## config.mk

```make
export PLATFORM = sky130hd
export DESIGN_NAME = hazard_control_unit
export DESIGN_NICKNAME = d
export VERILOG_FILES = /design/src/rtl/hazard_control_unit_pkg.sv /design/src/rtl/hazard_control_unit_load_use.sv /design/src/rtl/hazard_control_unit.sv
export SDC_FILE = /design/constraint.sdc
export NUM_CORES = 1
export LEC_CHECK = 0
export ABC_CLOCK_PERIOD_IN_PS = 1800
export CAP_MARGIN = 20
export CORE_ASPECT_RATIO = 0.9
export CORE_MARGIN = 3
export CORE_UTILIZATION = 53
export DETAILED_ROUTE_END_ITERATION = 12
export DONT_BUFFER_PORTS = 1
export PLACE_DENSITY = 0.71
export SYNTH_ARGS = -nofsm -noshare
export SYNTH_HDL_FRONTEND = slang
export SYNTH_SLANG_ARGS = --single-unit
```

## constraint.sdc

```tcl
create_clock -name clk -period 1.8 [get_ports clk]
set_input_delay 0.36 -clock clk [delete_from_list [all_inputs] [get_ports clk]]
set_output_delay 0.36 -clock clk [all_outputs]
set_load 0.03 [all_outputs]
```

## src/rtl/hazard_control_unit_pkg.sv

```systemverilog
// Shared constants and FSM encodings for the hazard controller.
package hazard_control_unit_pkg;
    localparam int         REG_ADDR_SIZE = 5;
    localparam logic [6:0] OPCODE_I_LOAD = 7'b0000011;

    typedef enum logic [1:0] {
        HZ_RUN       = 2'd0,
        HZ_LOAD_WAIT = 2'd1,
        HZ_MD_BUSY   = 2'd2
    } hz_state_e;
endpackage

```

## src/rtl/hazard_control_unit_load_use.sv

```systemverilog
// Combinational load-use detector, shared with the forwarding unit.
module load_use_compare
    import hazard_control_unit_pkg::*;
#(
    parameter int REG_ADDR_W = 5,
    parameter int OPCODE_W   = 7
) (
    input  logic [OPCODE_W-1:0]   op_ex,
    input  logic [REG_ADDR_W-1:0] rd_ex,
    input  logic [REG_ADDR_W-1:0] rs1_id,
    input  logic [REG_ADDR_W-1:0] rs2_id,
    input  logic                  rs1_used,
    input  logic                  rs2_used,
    output logic                  load_haz
);
    logic is_load;
    logic hit1;
    logic hit2;

    assign is_load  = (op_ex == OPCODE_W'(OPCODE_I_LOAD));
    assign hit1     = rs1_used && (rs1_id == rd_ex);
    assign hit2     = rs2_used && (rs2_id == rd_ex);
    assign load_haz = is_load && (rd_ex != '0) && (hit1 || hit2);
endmodule

```

## src/rtl/hazard_control_unit.sv

```systemverilog
// Pipeline hazard controller: load-use, mul/div occupancy, branch flush.
module hazard_control_unit
    import hazard_control_unit_pkg::*;
#(
    parameter int REG_ADDR_W = 5,
    parameter int OPCODE_W   = 7,
    parameter int LOAD_LAT   = 1,
    parameter int MULDIV_LAT = 4,
    parameter int CNT_W      = 16
) (
    input  logic                  clk,
    input  logic                  rst,
    input  logic [OPCODE_W-1:0]   opCodeFromDec,
    input  logic [REG_ADDR_W-1:0] writeBackAddr,
    input  logic [REG_ADDR_W-1:0] source1,
    input  logic [REG_ADDR_W-1:0] source2,
    input  logic                  src1Used,
    input  logic                  src2Used,
    input  logic                  mdStart,
    input  logic                  mdDone,
    input  logic                  branchTaken,
    output logic                  PCLocker,
    output logic                  IF_IDLocker,
    output logic                  ifIdFlush,
    output logic                  idExBubble,
    output logic                  exHold,
    output logic [CNT_W-1:0]      stallCycles
);
    localparam int MAX_LAT = (LOAD_LAT > MULDIV_LAT) ? LOAD_LAT : MULDIV_LAT;
    localparam int CW      = $clog2(MAX_LAT) + 1;
    localparam int LD_I    = (LOAD_LAT > 1) ? LOAD_LAT - 2 : 0;
    localparam int MD_I    = (MULDIV_LAT > 1) ? MULDIV_LAT - 2 : 0;
    localparam logic [CW-1:0] LD_INIT = CW'(LD_I);
    localparam logic [CW-1:0] MD_INIT = CW'(MD_I);

    hz_state_e      state_q;
    hz_state_e      state_d;
    logic [CW-1:0]  cnt_q;
    logic [CW-1:0]  cnt_d;
    logic           load_haz;

    load_use_compare #(
        .REG_ADDR_W (REG_ADDR_W),
        .OPCODE_W   (OPCODE_W)
    ) u_cmp (
        .op_ex    (opCodeFromDec),
        .rd_ex    (writeBackAddr),
        .rs1_id   (source1),
        .rs2_id   (source2),
        .rs1_used (src1Used),
        .rs2_used (src2Used),
        .load_haz (load_haz)
    );

    always_ff @(posedge clk or posedge rst) begin
        if (rst) begin
            state_q <= HZ_RUN;
            cnt_q   <= '0;
        end else begin
            state_q <= state_d;
            cnt_q   <= cnt_d;
        end
    end

    always_comb begin
        state_d     = state_q;
        cnt_d       = cnt_q;
        PCLocker    = 1'b1;
        IF_IDLocker = 1'b1;
        ifIdFlush   = 1'b0;
        idExBubble  = 1'b0;
        exHold      = 1'b0;
        case (state_q)
            HZ_RUN: begin
                // ID instruction is squashed by a taken branch, so its hazard is moot
                if (branchTaken) begin
                    ifIdFlush  = 1'b1;
                    idExBubble = 1'b1;
                end else if (mdStart && (MULDIV_LAT > 1)) begin
                    if (!mdDone) begin
                        PCLocker    = 1'b0;
                        IF_IDLocker = 1'b0;
                        exHold      = 1'b1;
                        state_d     = HZ_MD_BUSY;
                        cnt_d       = MD_INIT;
                    end
                end else if (load_haz) begin
                    PCLocker    = 1'b0;
                    IF_IDLocker = 1'b0;
                    idExBubble  = 1'b1;
                    if (LOAD_LAT > 1) begin
                        state_d = HZ_LOAD_WAIT;
                        cnt_d   = LD_INIT;
                    end
                end
            end
            HZ_LOAD_WAIT: begin
                PCLocker    = 1'b0;
                IF_IDLocker = 1'b0;
                idExBubble  = 1'b1;
                if (cnt_q == '0) state_d = HZ_RUN;
                else             cnt_d   = cnt_q - 1'b1;
            end
            HZ_MD_BUSY: begin
                PCLocker    = 1'b0;
                IF_IDLocker = 1'b0;
                exHold      = 1'b1;
                if (mdDone || cnt_q == '0) state_d = HZ_RUN;
                else                       cnt_d   = cnt_q - 1'b1;
            end
            default: state_d = HZ_RUN;
        endcase
    end

    always_ff @(posedge clk or posedge rst) begin
        if (rst)
            stallCycles <= '0;
        else if (!PCLocker && stallCycles != {CNT_W{1'b1}})
            stallCycles <= stallCycles + 1'b1;
    end
endmodule

```

==> results of run 1 <==
## registers in the layout, indices dropped and copies added (netlist names)
| name | flops |
|---|---|
| cnt_q | 3 |
| stallCycles | 16 |
| state_q | 1 |
## layout make-up
cell class | instances | share of cell area (%)
tap | 25 | 1.89
multi-input combinational | 90 | 47.1
inverter | 11 | 2.49
clock buffer | 3 | 1.36
timing repair buffer | 30 | 14.3
sequential | 20 | 31.0
clock inverter | 1 | 1.81
## power groups by stage
| stage | registers (W) | logic, W | clock network (W) |
|---|---|---|---|
| 2_1_floorplan | 0.000896 | 0.000521 | 0 |
| 3_3_place_gp | 0.000675 | 0.00103 | 0 |
| 3_5_place_dp | 0.000683 | 0.00105 | 0 |
| 4_1_cts | 0.000690 | 0.00108 | 0.000373 |
| 5_1_grt | 0.000713 | 0.00120 | 0.000394 |
| 6_report | 0.000696 | 0.00111 | 0.000366 |
## repair_timing
item,4_1_cts,5_1_grt
hold buffers,0,0
pin swaps,5,3
resized for setup,4,5
endpoints found under the setup margin,15,17
buffers inserted,2,4
## path summary, 6_finish.rpt
check	endpoint	startpoint	depth (start not counted)	slack, ns
max reg2reg	stallCycles[12]	stallCycles[0]	8	-0.05
max in group asynchronous	stallCycles[1]	rst	1	1.23
min	cnt_q[0]	rst	1	0.05
min in group clk	state_q[1]	mdDone	3	0.22
min reg2reg	cnt_q[1]	cnt_q[1]	1	0.51
max	stallCycles[12]	stallCycles[0]	8	-0.05
## metrics by stage
stage	instances	instance area [um2]	setup slack, ns
after floorplan	122	1290	-0.188
after global placement	170	1510	-0.0976
after global routing	180	1660	-0.151
final	180	1660	-0.0485
after detailed placement	170	1510	-0.163
after CTS	176	1600	-0.0354
## cell usage after synthesis, types with 3 or more instances
cell	n	share of area, %
a21oi_1	3	1.2
dfrtp_1	20	41
ha_1	3	3.0
inv_1	11	3.3
nand2_1	8	2.4
nand3_1	4	1.6
nand4_1	5	2.5
nor2_1	14	4.3
nor3_1	3	1.2
nor3b_1	3	1.8
nor4_2	3	3.0
nor4b_2	3	3.7
xnor2_1	18	13
xor2_1	9	6.4
## metal layers
metal  GRT usage [%]  wire (um)  vias up
li1                -          -      482
met1            25.9       1230      457
met2            32.9       1360       33
met3            6.20        201        2
met4            1.16          9        0
met5               0          0        -
## worst max-delay path, cell delays in order, from the launching register on
cell and delay, ns:
dfrtp_2 0.40, ha_4 0.14, nand4_1 0.18, nor4_4 0.29, buf_4 0.19, nor4b_4 0.05
a21oi_4 0.25, nor3_2 0.09, xor2_1 0.15
## cell families after synthesis
group	synth area share, %
AND/OR/NAND/NOR	25.1
XOR/XNOR	19.2
adder cells (fa/ha/maj)	3.04
multiplexers	0.913
flip-flops	40.6
buffers and inverters	3.96
AO/OA/AOI/OAI	7.30
==> results.py, run 1 <==
metrics = {
    "logic_synthesis": {
        "ys_seq_elements": 20,
        "synth-edff-count": 0,
        "syn_nets": 154,
        "yosysWarnings": 0,
        "syn_area_mm2": 0.00123,
        "syn_inst": 122,
        "avgSynthCellArea_um2": 10.1,
        "seq_area_frac_synth_pct": 40.6,
        "ys.flop_type": "dfrtp_1",
        "synth_cell_types": 29,
        "synth_async_sr_flop_share_pct": 100,
    },
    "drt": {
        "vias_per_cell": 5.41,
        "wl_mm": 2.80,
        "drt_iter0_drc": 39,
        "wl_per_cell_um": 15.6,
        "final_antenna_net_count": 0,
        "post-route-drc-count": 0,
        "first_pass_iters": 4,
        "vias": 974,
    },
    "layout": {
        "multiInputGateArea_um2": 782,
        "ff_latch_area_um2": 514,
        "areaGrowthSynthToFinish_pct": 34.5,
        "finish.utilization_pct": 80.4,
        "layout_commonest_cell": "buf_4",
        "fill_cells": 128,
        "antennaDiodeCount": 0,
        "final_cell_mix": "29 x buf_4, 18 x xnor2_1, 12 x nor2_1",
        "final_nets": 188,
        "drive_above_1_share_pct": 43.2,
    },
    "flow_run": {
        "drv_cap": 0,
    },
    "sta": {
        "holdWs_ns": 0.0496,
        "setup_violations": 10,
        "timing.final.crit_period_ns": 1.85,
        "slew_violations": 0,
        "relSlewSlack_pct": 50.8,
        "fin_ws_ns": -0.0485,
        "tns_ns": -0.322,
        "max_freq_mhz": 541,
        "rsz0062_at_grt": "yes",
        "period_share_pct": 103,
        "hold_viol": 0,
        "fin_skew_ns": 0.00952,
        "tightest_slew_ns": 0.737,
    },
    "grt": {
        "grt_remaining_overflow": 0,
        "grt_use_total_pct": 19.5,
        "grt_pass1_vias": 971,
        "grt_antenna_before_repair": 0,
        "grt_pass1_wl_mm": 4.49,
        "grt_max_degree": 21,
    },
    "die": {
        "initial_utilization_pct": 59.8,
        "die_width_um": 56.9,
        "pin_count": 50,
        "dieArea_mm2": 0.00294,
        "rows": 15,
        "core_area_mm2": 0.00206,
        "die_h_um": 51.8,
    },
    "clock_tree": {
        "path_clk_slew_ns": 0.12,
        "htreeDepth": 1,
        "cts_tree": "built",
        "insertion_delay_ns": 0.30,
        "clock-sinks": 20,
        "cts-buffers-inserted": 3,
        "clockBufferDepth": 2,
        "clockRootBuffer": "clkbuf_4",
    },
    "placed_design": {
        "portBuffers": 0,
        "dp_hpwl_mm": 2.08,
        "gp_congestion": 0.761,
    },
    "power_and_ir_drop": {
        "intPower_w": 0.00127,
        "clkPwrFrac_pct": 16.9,
        "ir_worst_vdd_v": 0.00123,
        "p_switching_w": 0.000901,
        "leakagePower_nw": 0.757,
        "seq_power_share_pct": 32.1,
        "switching_share_pct": 41.6,
        "power_frac_comb_pct": 51.0,
        "powerDensity_mw_per_mm2": 1310,
        "power_w": 0.00217,
    },
    "hold_path": {
        "hp-class": "primary input to asynchronous set/reset pin",
    },
    "status": {
        "status": "finished, violations left",
        "violations": "negative setup slack",
    },
    "worst_setup_path": {
        "critPathMaxFanout": 7,
        "cp.arrival_ns": 2.03,
        "required_ns": 1.99,
        "start_kind": "flop",
        "worstSetupPathType": "flop to flop",
        "critPathCaptureType": "flop",
    },
}
Power figures use the tool's default switching activity.
==> run 2: changes to the inputs <==
ABC_AREA = 1   (was not set)
==> results.py, run 2 <==
metrics = {
    "logic_synthesis": {
        "synth_mux_area_share_pct": 0,
        "synth_compound_area_share_pct": 2.07,
        "synth_most_common_cell": "nand2_1",
        "seq_area_frac_synth_pct": 33.1,
        "avgSynthCellArea_um2": 6.69,
        "yosys.area_share.simple_pct": 44.7,
        "synthTopCellsByArea": "dfrtp_1 33%, nand2_1 20%, nand3_1 8.9%, inv_1 5.5%, nor2_1 5.5%",
        "synth_top_area_share_pct": 33.1,
        "syn_inst": 226,
        "yosys.area.top_type": "dfrtp_1",
        "synth-edff-count": 0,
        "synthXorXnorAreaFrac_pct": 7.53,
        "synth_async_sr_flop_share_pct": 100,
        "synthAdderAreaFrac_pct": 2.48,
        "synth_common_cells": "80 x nand2_1, 27 x nand3_1, 22 x inv_1, 22 x nor2_1, 20 x dfrtp_1",
        "ys.flop_type": "dfrtp_1",
        "synth_top_family_by_area": "simple AND/OR/NAND/NOR gates",
        "syn_area_mm2": 0.00151,
        "ys_seq_elements": 20,
        "yosysWarnings": 0,
        "synth_cell_types": 22,
        "syn_nets": 258,
    },
    "die": {
        "initial_utilization_pct": 58.8,
        "rows": 17,
        "die_h_um": 56.7,
        "die_width_um": 62.3,
        "dieArea_mm2": 0.00353,
        "core_area_mm2": 0.00257,
        "pin_count": 50,
    },
    "drt": {
        "wl_mm": 3.34,
        "first_pass_iters": 4,
        "wl_per_cell_um": 11.9,
        "vias": 1438,
        "drt_iter0_drc": 63,
        "vias_per_cell": 5.12,
        "final_antenna_net_count": 0,
        "post-route-drc-count": 0,
    },
    "layout": {
        "areaGrowthSynthToFinish_pct": 14.8,
        "drive_above_1_share_pct": 17.7,
        "top_register": "stallCycles",
        "final_cell_mix": "80 x nand2_1, 27 x nand3_1, 22 x inv_1, 22 x nor2_1, 19 x dfrtp_1",
        "multiInputGateArea_um2": 882,
        "ff_latch_area_um2": 502,
        "largest_reg_flops": 16,
        "final_nets": 276,
        "layout_commonest_cell": "nand2_1",
        "largestRegisters": "stallCycles (16), cnt_q (3), state_q (1)",
        "fill_cells": 229,
        "instances_no_fill": 281,
        "antennaDiodeCount": 0,
    },
    "grt": {
        "busiest_layer": "met2",
        "grt_remaining_overflow": 0,
        "grt_max_degree": 21,
        "grt_antenna_before_repair": 0,
        "grt_pass1_wl_mm": 5.86,
        "use_met3_pct": 6.80,
        "use_met1_pct": 26.1,
        "grt_use_total_pct": 20.3,
        "grt_pass1_vias": 1323,
        "use_met2_pct": 33.4,
    },
    "power_and_ir_drop": {
        "powerDensity_mw_per_mm2": 1070,
        "ir_worst_vdd_v": 0.000884,
        "leakagePower_nw": 0.910,
    },
    "worst_setup_path": {
        "worstSetupPathType": "flop to output port",
        "critPathCaptureType": "output port",
        "start_kind": "flop",
        "r2r-start": "stallCycles[1]",
        "cp.arrival_ns": 1.35,
        "required_ns": 1.44,
        "critPathMaxFanout": 8,
        "startpoint": "state_q[1]",
    },
    "sta": {
        "relSlewSlack_pct": 63.4,
        "tns_ns": 0,
        "tightest_slew_ns": 0.547,
        "period_share_pct": 94.8,
        "setup_violations": 0,
        "rsz0062_at_grt": "no",
        "timing.final.crit_period_ns": 1.71,
        "fin_skew_ns": 0.00826,
        "hold_viol": 0,
        "max_freq_mhz": 586,
        "slew_violations": 0,
    },
    "clock_tree": {
        "path_clk_slew_ns": 0.12,
        "cts-buffers-inserted": 3,
        "clockBufferDepth": 2,
        "clock-sinks": 20,
        "clockRootBuffer": "clkbuf_4",
        "postCtsSetupBuffers": 0,
        "cts_tree": "built",
        "htreeDepth": 1,
        "insertion_delay_ns": 0.31,
    },
    "flow_run": {
        "drv_cap": 0,
    },
    "placed_design": {
        "gp_congestion": 0.845,
        "portBuffers": 0,
        "dp.cells": 276,
        "dp_hpwl_mm": 2.62,
    },
    "hold_path": {
        "hp-class": "primary input to flop",
        "hp-start": "mdDone",
    },
    "status": {
        "status": "finished clean",
    },
}
==> run 2: what timing repair did <==
item,CTS,global route
endpoints found under the hold margin,20,0
gates resized for setup,2,3
endpoints found under the setup margin,2,3
hold buffers,1,0
==> run 2: power breakdown <==
group | total (W) | internal (W) | switching, W
sequential | 0.000606 | 0.000541 | 0.0000651
combinational | 0.000888 | 0.000272 | 0.000616
clock | 0.000371 | 0.000225 | 0.000146
total | 0.00186 | 0.00104 | 0.000827
==> run 2: final timing paths <==
| kind | to | slack (ns) | cells past startpoint |
|---|---|---|---|
| min in group asynchronous | cnt_q[1] | 0.50 | 3 |
| max reg2reg | stallCycles[10] | 0.18 | 9 |
| min reg2reg | stallCycles[13] | 0.55 | 2 |
| max | PCLocker | 0.09 | 3 |
| max in group asynchronous | state_q[1] | 1.09 | 3 |
| min | state_q[1] | 0.35 | 3 |
==> run 2: metrics by stage <==
step           setup WS (ns)  utilization (%)  power [W]  cell area (um2)  hold WS [ns]
2_1_floorplan        0.00189                -    0.00130             1510         0.324
4_1_cts               0.0247             66.7    0.00185             1720         0.321
6_report              0.0936             67.5    0.00186             1740         0.351
3_5_place_dp           0.193             64.0    0.00146             1650         0.293
3_3_place_gp           0.243             64.0    0.00144             1650         0.290
5_1_grt               0.0111             67.5    0.00201             1740         0.371
==> run 2: cell families (layout without fill, tap and decap cells) <==
family | Yosys count | count (layout)
flip-flops | 20 | 20
adder cells (fa/ha/maj) | 3 | 3
AND/OR/NAND/NOR | 149 | 149
buffers and inverters | 35 | 52
AO/OA/AOI/OAI | 6 | 6
XOR/XNOR | 13 | 13
==> run 2: layer usage <==
metal,part of all wire (%),vias to the layer above
li1,-,730
met1,44,653
met2,46,53
met3,9.2,2
met4,0.66,0
met5,0,-
==> run 2: final cells by class <==
type,count,area share (%)
multi-input cells,171,50.8
flip-flops and latches,20,28.9
repair buffers,18,7.93
inverters,30,6.63
well taps,38,2.74
clock inverters,1,1.73
clock buffers,3,1.30
==> run 2: worst max-delay path, cell delays in order, from the launching register on <==
cell,delay [ns]
dfrtp_2,0.48
a31oi_4,0.21
nand2_4,0.15
inv_4,0.18
==> run 3: changes to the inputs <==
CORE_MARGIN = 1   (was 3)
==> results.py, run 3 (synthesis gave the netlist of run 2 again) <==
metrics = {
    "worst_setup_path": {
        "start_kind": "flop",
        "r2r-start": "stallCycles[0]",
        "critPathCaptureType": "output port",
        "crit_path_top_delay_cell": "dfrtp_2",
        "cp.arrival_ns": 1.33,
        "startpoint": "state_q[1]",
        "required_ns": 1.44,
        "worstPathCellList": "a31oi_4 > nand2_4 > inv_4",
        "critPathMaxFanout": 10,
        "slowest_delay_ns": 0.48,
        "worstSetupPathType": "flop to output port",
    },
    "layout": {
        "final_cell_mix": "80 x nand2_1, 27 x nand3_1, 22 x inv_1, 22 x nor2_1, 19 x dfrtp_1",
        "top_register": "stallCycles",
        "final_nets": 277,
        "multiInputGateArea_um2": 873,
        "finish.utilization_pct": 63.2,
        "fill_cells": 263,
        "antennaDiodeCount": 0,
        "largest_reg_flops": 16,
        "ff_latch_area_um2": 502,
        "layout_commonest_cell": "nand2_1",
        "drive_above_1_share_pct": 18.0,
        "largestRegisters": "stallCycles (16), cnt_q (3), state_q (1)",
        "areaGrowthSynthToFinish_pct": 13.8,
    },
    "die": {
        "dieArea_mm2": 0.00307,
        "die_width_um": 58.3,
        "pin_count": 50,
        "rows": 18,
        "die_h_um": 52.7,
        "core_area_mm2": 0.00273,
        "initial_utilization_pct": 55.5,
    },
    "hold_path": {
        "hp-start": "mdDone",
        "hp-class": "primary input to flop",
    },
    "drt": {
        "wl_per_cell_um": 11.1,
        "drt_iter0_drc": 48,
        "post-route-drc-count": 0,
        "vias": 1384,
        "wl_mm": 3.16,
        "vias_per_cell": 4.87,
        "final_antenna_net_count": 0,
        "first_pass_iters": 4,
    },
    "sta": {
        "fin_skew_ns": 0.00416,
        "slew_violations": 0,
        "timing.final.crit_period_ns": 1.69,
        "rsz0062_at_grt": "no",
        "relSlewSlack_pct": 63.0,
        "setup_violations": 0,
        "max_freq_mhz": 592,
        "period_share_pct": 93.8,
        "hold_viol": 0,
        "tns_ns": 0,
        "tightest_slew_ns": 0.553,
    },
    "clock_tree": {
        "clockRootBuffer": "clkbuf_4",
        "cts_tree": "built",
        "path_clk_slew_ns": 0.11,
        "clock-sinks": 20,
        "cts-buffers-inserted": 3,
        "postCtsSetupBuffers": 0,
        "insertion_delay_ns": 0.31,
        "htreeDepth": 1,
        "clockBufferDepth": 2,
    },
    "grt": {
        "grt_pass1_vias": 1263,
        "grt_remaining_overflow": 0,
        "grt_use_total_pct": 23.3,
        "grt_antenna_before_repair": 0,
        "grt_max_degree": 21,
        "grt_pass1_wl_mm": 5.31,
    },
    "status": {
        "status": "finished clean",
    },
    "power_and_ir_drop": {
        "ir_worst_vdd_v": 0.000729,
        "leakagePower_nw": 0.906,
        "powerDensity_mw_per_mm2": 1020,
    },
    "flow_run": {
        "drv_cap": 0,
    },
    "placed_design": {
        "gp_congestion": 0.877,
        "dp_hpwl_mm": 2.45,
        "portBuffers": 0,
    },
}
==> run 3: timing repair <==
action | in CTS | in global routing
hold endpoints to repair | 20 | 0
resized for setup | 2 | 2
hold buffers | 1 | 0
pin swaps | 0 | 0
setup endpoints to repair | 2 | 2
==> run 3: worst paths after layout <==
| check | to | slack, ns | depth (start not counted) |
|---|---|---|---|
| worst min register to register | cnt_q[1] | 0.59 | 2 |
| worst max-delay path | PCLocker | 0.11 | 3 |
| max in group asynchronous | state_q[1] | 1.07 | 3 |
| worst min-delay path | state_q[1] | 0.36 | 3 |
| min in group asynchronous | stallCycles[11] | 0.51 | 3 |
| worst max register to register | stallCycles[14] | 0.21 | 9 |
==> run 3: per-stage QoR <==
step,hold WS (ns),cell area [um2],total power (W),std cells,worst slack (ns)
3_5_place_dp,0.300,1660,0.00147,279,0.193
3_3_place_gp,0.292,1660,0.00145,279,0.246
4_1_cts,0.335,1710,0.00176,284,0.0201
2_1_floorplan,0.324,1510,0.00130,226,0.00189
5_1_grt,0.374,1720,0.00190,284,0.0161
6_report,0.361,1720,0.00176,284,0.111
==> run 3: area by class of cell <==
| cell class | instances | area share, % |
|---|---|---|
| multi-input cells | 171 | 50.7 |
| flip-flops and latches | 20 | 29.1 |
| repair buffers | 19 | 8.43 |
| inverters | 30 | 6.69 |
| well taps | 40 | 2.91 |
| clock buffers | 4 | 2.11 |
==> run 3: critical path: cells and delay by family (launching register included) <==
family,cells,cell delay (ns)
buffers and inverters,1,0.18
AO/OA/AOI/OAI,1,0.21
flip-flops,1,0.48
AND/OR/NAND/NOR,1,0.15
==> run 3: metal layers <==
layer | track usage (%) | wire length, um | vias up
met5 | 0 | 0 | -
met3 | 6.42 | 157 | 6
li1 | - | - | 740
met4 | 10.7 | 73 | 0
met2 | 35.8 | 1340 | 33
met1 | 30.2 | 1590 | 605
==> run 3: power by group <==
| group | internal, W | leakage [nW] | total (W) | switching, W |
|---|---|---|---|---|
| sequential | 0.000541 | 0.267 | 0.000608 | 0.0000673 |
| clock | 0.000124 | 0.0210 | 0.000270 | 0.000146 |
| combinational | 0.000276 | 0.618 | 0.000879 | 0.000603 |
| total | 0.000941 | 0.906 | 0.00176 | 0.000816 |
